### src/rtl/mmio_input_ctrl.sv
// mmio_input_ctrl: memory-mapped KEY/SW input peripheral.
// It synchronises and debounces the raw inputs and latches sticky key-press flags
// (write-1-to-clear). It raises a maskable interrupt. Loads and stores decoded to
// BASE_ADDR are answered through a 16-byte register window.
//
// Bus handshake: rdEn and wrEn are single-cycle strobes with no back-pressure.
// - A load sampled at edge N returns data on rdData with rdValid=1 for the one
//   cycle after edge N. rdData then holds until the next load.
// - A store commits at the edge where wrEn is sampled.
// - A load and a store in the same cycle read the pre-store value.
module mmio_input_ctrl #(
    parameter int          KEY_WIDTH       = 4,
    parameter int          SW_WIDTH        = 10,
    parameter int          DEBOUNCE_CYCLES = 50000,
    parameter int          CNT_WIDTH       = 16,
    parameter bit          KEY_ACTIVE_LOW  = 1'b1,
    parameter logic [31:0] BASE_ADDR       = 32'hF0000010
) (
    input  logic                 clk,
    input  logic                 reset,
    input  logic [KEY_WIDTH-1:0] key_in,
    input  logic [SW_WIDTH-1:0]  sw_in,
    input  logic [31:0]          addr,
    input  logic                 rdEn,
    input  logic                 wrEn,
    input  logic [31:0]          wrData,
    output logic                 sel,
    output logic [31:0]          rdData,
    output logic                 rdValid,
    output logic                 irq
);

    localparam int                   TOTAL    = KEY_WIDTH + SW_WIDTH;
    localparam logic [KEY_WIDTH-1:0] KEY_IDLE = {KEY_WIDTH{KEY_ACTIVE_LOW}};
    localparam logic [CNT_WIDTH-1:0] CNT_LAST = CNT_WIDTH'(DEBOUNCE_CYCLES - 1);

    localparam logic [1:0] OFF_KDATA  = 2'd0;
    localparam logic [1:0] OFF_SDATA  = 2'd1;
    localparam logic [1:0] OFF_KEDGE  = 2'd2;

    // Synchroniser and debounce state
    logic [KEY_WIDTH-1:0] keyMeta;
    logic [KEY_WIDTH-1:0] keySync;
    logic [SW_WIDTH-1:0]  swMeta;
    logic [SW_WIDTH-1:0]  swSync;
    logic [1:0]           primeSr;
    logic [KEY_WIDTH-1:0] keyLogical;

    logic [TOTAL-1:0]     syncVal;
    logic [TOTAL-1:0]     stableVal;
    logic [TOTAL-1:0]     differ;
    logic [TOTAL-1:0]     accept;
    logic [CNT_WIDTH-1:0] dbCnt [TOTAL];

    logic [KEY_WIDTH-1:0] stableKey;
    logic [SW_WIDTH-1:0]  stableSw;
    logic [KEY_WIDTH-1:0] keyArmed;
    logic [KEY_WIDTH-1:0] keyPress;

    // Register file and bus
    logic [KEY_WIDTH-1:0] kedge;
    logic [KEY_WIDTH-1:0] kimask;
    logic [KEY_WIDTH-1:0] kedgeClr;
    logic [1:0]           regOff;
    logic [31:0]          readValue;
    logic                 wrSel;
    logic                 unusedBits;

    assign sel        = (addr[31:4] == BASE_ADDR[31:4]);
    assign regOff     = addr[3:2];
    assign wrSel      = wrEn && sel;
    assign unusedBits = ^{addr[1:0], wrData};

    // Two-flop synchronisers. Key flops idle at the released raw level.
    // primeSr marks when the second flop holds a real sample rather than the reset value.
    always_ff @(posedge clk or negedge reset) begin
        if (!reset) begin
            keyMeta <= KEY_IDLE;
            keySync <= KEY_IDLE;
            swMeta  <= '0;
            swSync  <= '0;
            primeSr <= 2'b00;
        end else begin
            keyMeta <= key_in;
            keySync <= keyMeta;
            swMeta  <= sw_in;
            swSync  <= swMeta;
            primeSr <= {primeSr[0], 1'b1};
        end
    end

    assign keyLogical = KEY_ACTIVE_LOW ? ~keySync : keySync;
    assign syncVal    = {swSync, keyLogical};
    assign stableKey  = stableVal[KEY_WIDTH-1:0];
    assign stableSw   = stableVal[TOTAL-1:KEY_WIDTH];

    // Per-bit debounce decision: accept a new level once it has differed for the full window
    always_comb begin
        differ = syncVal ^ stableVal;
        accept = '0;
        for (int i = 0; i < TOTAL; i++) begin
            accept[i] = differ[i] && (dbCnt[i] == CNT_LAST);
        end
    end

    // Per-bit debounce counters and stable levels; any agreement restarts the count
    always_ff @(posedge clk or negedge reset) begin
        if (!reset) begin
            stableVal <= '0;
            for (int i = 0; i < TOTAL; i++) begin
                dbCnt[i] <= '0;
            end
        end else begin
            for (int i = 0; i < TOTAL; i++) begin
                if (!differ[i]) begin
                    dbCnt[i] <= '0;
                end else if (accept[i]) begin
                    dbCnt[i]     <= '0;
                    stableVal[i] <= syncVal[i];
                end else begin
                    dbCnt[i] <= dbCnt[i] + 1'b1;
                end
            end
        end
    end

    // A key may only flag a press once it has been seen released after reset.
    // This keeps a key held through reset from producing a spurious edge.
    always_ff @(posedge clk or negedge reset) begin
        if (!reset) begin
            keyArmed <= '0;
        end else if (primeSr[1]) begin
            keyArmed <= keyArmed | (~keyLogical & ~stableKey);
        end
    end

    assign keyPress = accept[KEY_WIDTH-1:0] & keyLogical & keyArmed;
    assign kedgeClr = (wrSel && (regOff == OFF_KEDGE)) ? wrData[KEY_WIDTH-1:0] : '0;

    // Sticky press flags and interrupt mask; a press in the same cycle as a clear wins
    always_ff @(posedge clk or negedge reset) begin
        if (!reset) begin
            kedge  <= '0;
            kimask <= '0;
        end else begin
            kedge <= (kedge & ~kedgeClr) | keyPress;
            if (wrSel && (regOff == 2'd3)) begin
                kimask <= wrData[KEY_WIDTH-1:0];
            end
        end
    end

    // Register read mux, all fields zero-extended
    always_comb begin
        readValue = '0;
        case (regOff)
            OFF_KDATA: readValue = 32'(stableKey);
            OFF_SDATA: readValue = 32'(stableSw);
            OFF_KEDGE: readValue = 32'(kedge);
            default:   readValue = 32'(kimask);
        endcase
    end

    // Registered read response and interrupt
    always_ff @(posedge clk or negedge reset) begin
        if (!reset) begin
            rdData  <= '0;
            rdValid <= 1'b0;
            irq     <= 1'b0;
        end else begin
            rdValid <= rdEn;
            if (rdEn) begin
                rdData <= sel ? readValue : 32'd0;
            end
            irq <= |(kedge & kimask);
        end
    end

endmodule

### config.mk
export PLATFORM = sky130hd
export DESIGN_NAME = mmio_input_ctrl
export DESIGN_NICKNAME = d
export VERILOG_FILES = /design/src/rtl/mmio_input_ctrl.sv
export SDC_FILE = /design/constraint.sdc
export NUM_CORES = 1
export LEC_CHECK = 0
export ABC_AREA = 0
export ABC_CLOCK_PERIOD_IN_PS = 2900
export BUFFER_PORTS_ARGS = -buffer_cell sky130_fd_sc_hd__buf_2
export CORE_MARGIN = 5
export CORE_UTILIZATION = 55
export CTS_CLUSTER_SIZE = 8
export DETAILED_ROUTE_END_ITERATION = 10
export PLACE_DENSITY = 0.84
export SETUP_SLACK_MARGIN = 0.05
export SLEW_MARGIN = 20
export SYNTH_ARGS = -nofsm -noshare
export SYNTH_HDL_FRONTEND = slang
export SYNTH_SLANG_ARGS = --single-unit
### constraint.sdc
create_clock -name clk -period 2.9 [get_ports clk]
set_input_delay 0.435 -clock clk [delete_from_list [all_inputs] [get_ports clk]]
set_output_delay 0.435 -clock clk [all_outputs]
set_load 0.01 [all_outputs]
==> flow_summary.json <==
{
  "status": "finished clean",
  "route.detailed.drc": 0,
  "netlist_instances": 1310,
  "finalSetupViolations": 0,
  "worst_path_most_repeated_cell": "buf_2",
  "cp.depth": 5,
  "grt-ovfl-total": 0,
  "cp_num_buf_inv": 2,
  "clk_pin_slew_ns": 0.05,
  "rsz0062_at_grt": "no",
  "peakVddDrop_mv": 0.426,
  "finalCriticalPeriod_ns": 2.35,
  "rows": 57,
  "ys_warn_count": 0,
  "final_core_util": 0.636,
  "post_cts_resized": 0,
  "p_per_area_nw_per_um2": 576,
  "ys_seq_area_frac": 0.536,
  "min_path_type": "input pin to flop",
  "synth_area_per_cell_um2": 10.4,
  "yosys_most_used_dff": "dfrtp_1",
  "first_pass_iters": 5,
  "wl_per_cell_um": 15.6,
  "cp_slowest_cell": "nor3_2",
  "die-height_um": 168,
  "routabilityCongestion": 0.888,
  "cp_max_fo": 3,
  "synth_cell_types": 50,
  "synthToLayoutAreaGrowth_pct": 13.6,
  "setup_slack_ns": 0.551,
  "first_global_vias": 9966,
  "syn_area_um2": 13700,
  "synth-seq-cells": 292,
  "end_kind": "output port",
  "startpoint_type": "input pin",
  "vias": 9746,
  "nets": 1511,
  "fmax_mhz": 426,
  "tightest_slew_ns": 0.701,
  "hpwlAfterDp_um": 17600,
  "cpLargestDelayFamily": "simple AND/OR/NAND/NOR gates",
  "placed_area_um2": 14300,
  "antenna_found_initial": 1,
  "critPathRequiredTime_ns": 2.47,
  "dieArea_um2": 28100,
  "worstSetupPathType": "input pin to output port",
  "path_cells": "buf_2 > nor4b_1 > nand4_1 > nor3_2 > buf_2",
  "cts_tree": "done",
  "r2r-end": "dbCnt[12]$_DFF_PN0_",
  "core-area_um2": 24400,
  "h-tree-depth": 2,
  "synth_edf_count": 0,
  "final_max_slew_viol_count": 0,
  "stdcell_area_um2": 15500,
  "slew_headroom": 0.533,
  "clock-sinks": 292,
  "die_w_um": 168,
  "finClkSkew_ns": 0.0176,
  "max-cap-violations": 0,
  "grt_pass1_wl_um": 46700,
  "ff2ff_path_depth": 4,
  "whs_ns": 0.0170,
  "drive_above_1_share": 0.119,
  "vias_per_cell": 5.58,
  "fin_crit_sh": 0.810,
  "place_ws_ns": 0.538,
  "slowest_delay_ns": 0.49,
  "drtIter0Drc": 634,
  "r2r_slack_ns": 0.86,
  "synth_async_sr_flop_share": 1.00,
  "n_antenna_cell": 0,
  "ios": 117,
  "wl_um": 27200,
  "cts_buffers": 42,
  "crit_start": "addr[5]",
  "crit_arrival_ns": 1.91,
  "critPathCapture": "sel",
  "grt_max_degree": 92,
  "leakagePower_nw": 6.44,
  "finalSetupTns_ns": 0,
  "antenna_left": 0,
  "clk_latency_ns": 0.52,
  "r2r_start": "dbCnt[5]$_DFF_PN0_",
  "cts_hold_buffers": 5,
  "cts-root-buf": "clkbuf_16",
  "clockBufferDepth": 3,
  "finalHoldViolCount": 0,
  "grt.total_usage": 0.195,
  "postCtsSetupRepairBufs": 0,
  "initial_utilization": 0.560,
  "io_buffers": 64
}
cells in the final DEF (no fill, tap or decap), types with 4 or more instances in the layout:
master         netlist  routed
dfstp_2              8       8
nor4bb_1            12      12
and3_1              10      10
buf_4               26       4
nor4b_1             10      10
buf_2                0      63
a31o_2               7       7
nand2_1             62      62
nand4b_1             7       7
mux4_2               4       4
mux2_2              13      13
dfrtp_1            284     284
ha_1                18      18
or3_1                5       5
o21ai_0              5       5
nor2_1             253     253
nand4bb_1            6       6
nand4_1             55      55
clkbuf_1            11       9
a41o_1               6       6
nand3_1             74      74
inv_1               48      48
nor4_1              48      48
xor2_1              34      34
or4_1                8       8
dlygate4sd3_1        0       5
nor2b_1             15      15
a21oi_1              5       5
xnor2_1            167     167
nor3_1              60      59
or4_4                4       4
a211o_1              4       4
and2_1               5       5
conb_1               2      23
clkbuf_16            0      43
synthesized netlist by cell type (6+ instances only):
master       n  area [um^2]
ha_1        18          225
nand2_1     62          233
nor4b_1     10         87.6
clkbuf_1    11         41.3
a31o_2       7         61.3
nor2b_1     15         93.8
nor4_1      48          300
dfrtp_1    284         7110
nor4bb_1    12          120
or4_1        8         60.1
nand4b_1     7         61.3
xor2_1      34          298
nor2_1     253          950
and3_1      10         62.6
inv_1       48          180
xnor2_1    167         1460
buf_4       26          195
dfstp_2      8          210
nand4bb_1    6         67.6
nand3_1     74          370
a41o_1       6         60.1
nand4_1     55          344
mux2_2      13          146
nor3_1      60          300
flip-flops by register name, indices dropped and copies added (netlist names):
name and flops:
dbCnt 224, irq 1, kedge 4, keyArmed 4, keyMeta 4, keySync 4
kimask 4, primeSr 2, rdData 10, rdValid 1, stableVal 14, swMeta 10
swSync 10
cell type report:
type / instances / area [um^2]
multi-input combinational: 951 / 5980
clock inverter: 3 / 58.8
clock buffer: 52 / 1110
timing repair buffer: 76 / 470
inverter: 48 / 180
fill: 1868 / 8870
tap: 324 / 405
sequential: 292 / 7320
power by group:
group	switching, mW	total [mW]	internal (mW)
clock	1.67	4.41	2.74
sequential	0.0649	4.22	4.16
combinational	0.206	0.306	0.101
stage by stage:
| step | std cells | power (mW) |
|---|---|---|
| floorplan | 1331 | 4.44 |
| global placement | 1686 | 4.58 |
| detailed placement | 1686 | 4.59 |
| CTS | 1746 | 9.02 |
| global route | 1746 | 9.26 |
| finish | 1746 | 8.94 |
worst min path at each step:
stage / from / end / slack, ns / cells after the start
floorplan: reset / dbCnt[0]$_DFF_PN0_ / 0.14 / 0
global placement: swMeta[6]$_DFF_PN0_ / swSync[6]$_DFF_PN0_ / 0.33 / 0
detailed placement: swMeta[7]$_DFF_PN0_ / swSync[7]$_DFF_PN0_ / 0.33 / 0
CTS: sw_in[2] / swMeta[2]$_DFF_PN0_ / 0.0004 / 1
global route: sw_in[2] / swMeta[2]$_DFF_PN0_ / 0.0003 / 1
finish: sw_in[2] / swMeta[2]$_DFF_PN0_ / 0.02 / 1
logic make-up (layout without fill, tap and decap cells):
| kind of cell | after synthesis | after routing | share of synthesized area |
|---|---|---|---|
| buf+inv | 88 | 179 | 0.0330 |
| other cells | 2 | 23 | 0.000550 |
| simple gates | 654 | 654 | 0.245 |
| xor+xnor | 201 | 201 | 0.129 |
| flops | 292 | 292 | 0.536 |
| compound gates | 37 | 37 | 0.0223 |
| mux | 18 | 18 | 0.0181 |
| fa+ha+maj | 18 | 18 | 0.0165 |
worst register-to-register path: cells and delay by family, from the launching register on:
kind / cells / cell delay [ns]
simple gates: 3 / 0.89
compound gates: 1 / 0.60
flops: 1 / 0.41
metal layers:
metal	GRT usage	part of all wire	vias to the layer above
li1	-	-	4660
met1	0.261	0.43	4784
met2	0.333	0.50	249
met3	0.0328	0.052	51
met4	0.0498	0.016	2
met5	0	0.00026	-
No activity file was read; power rests on OpenSTA's default activity.
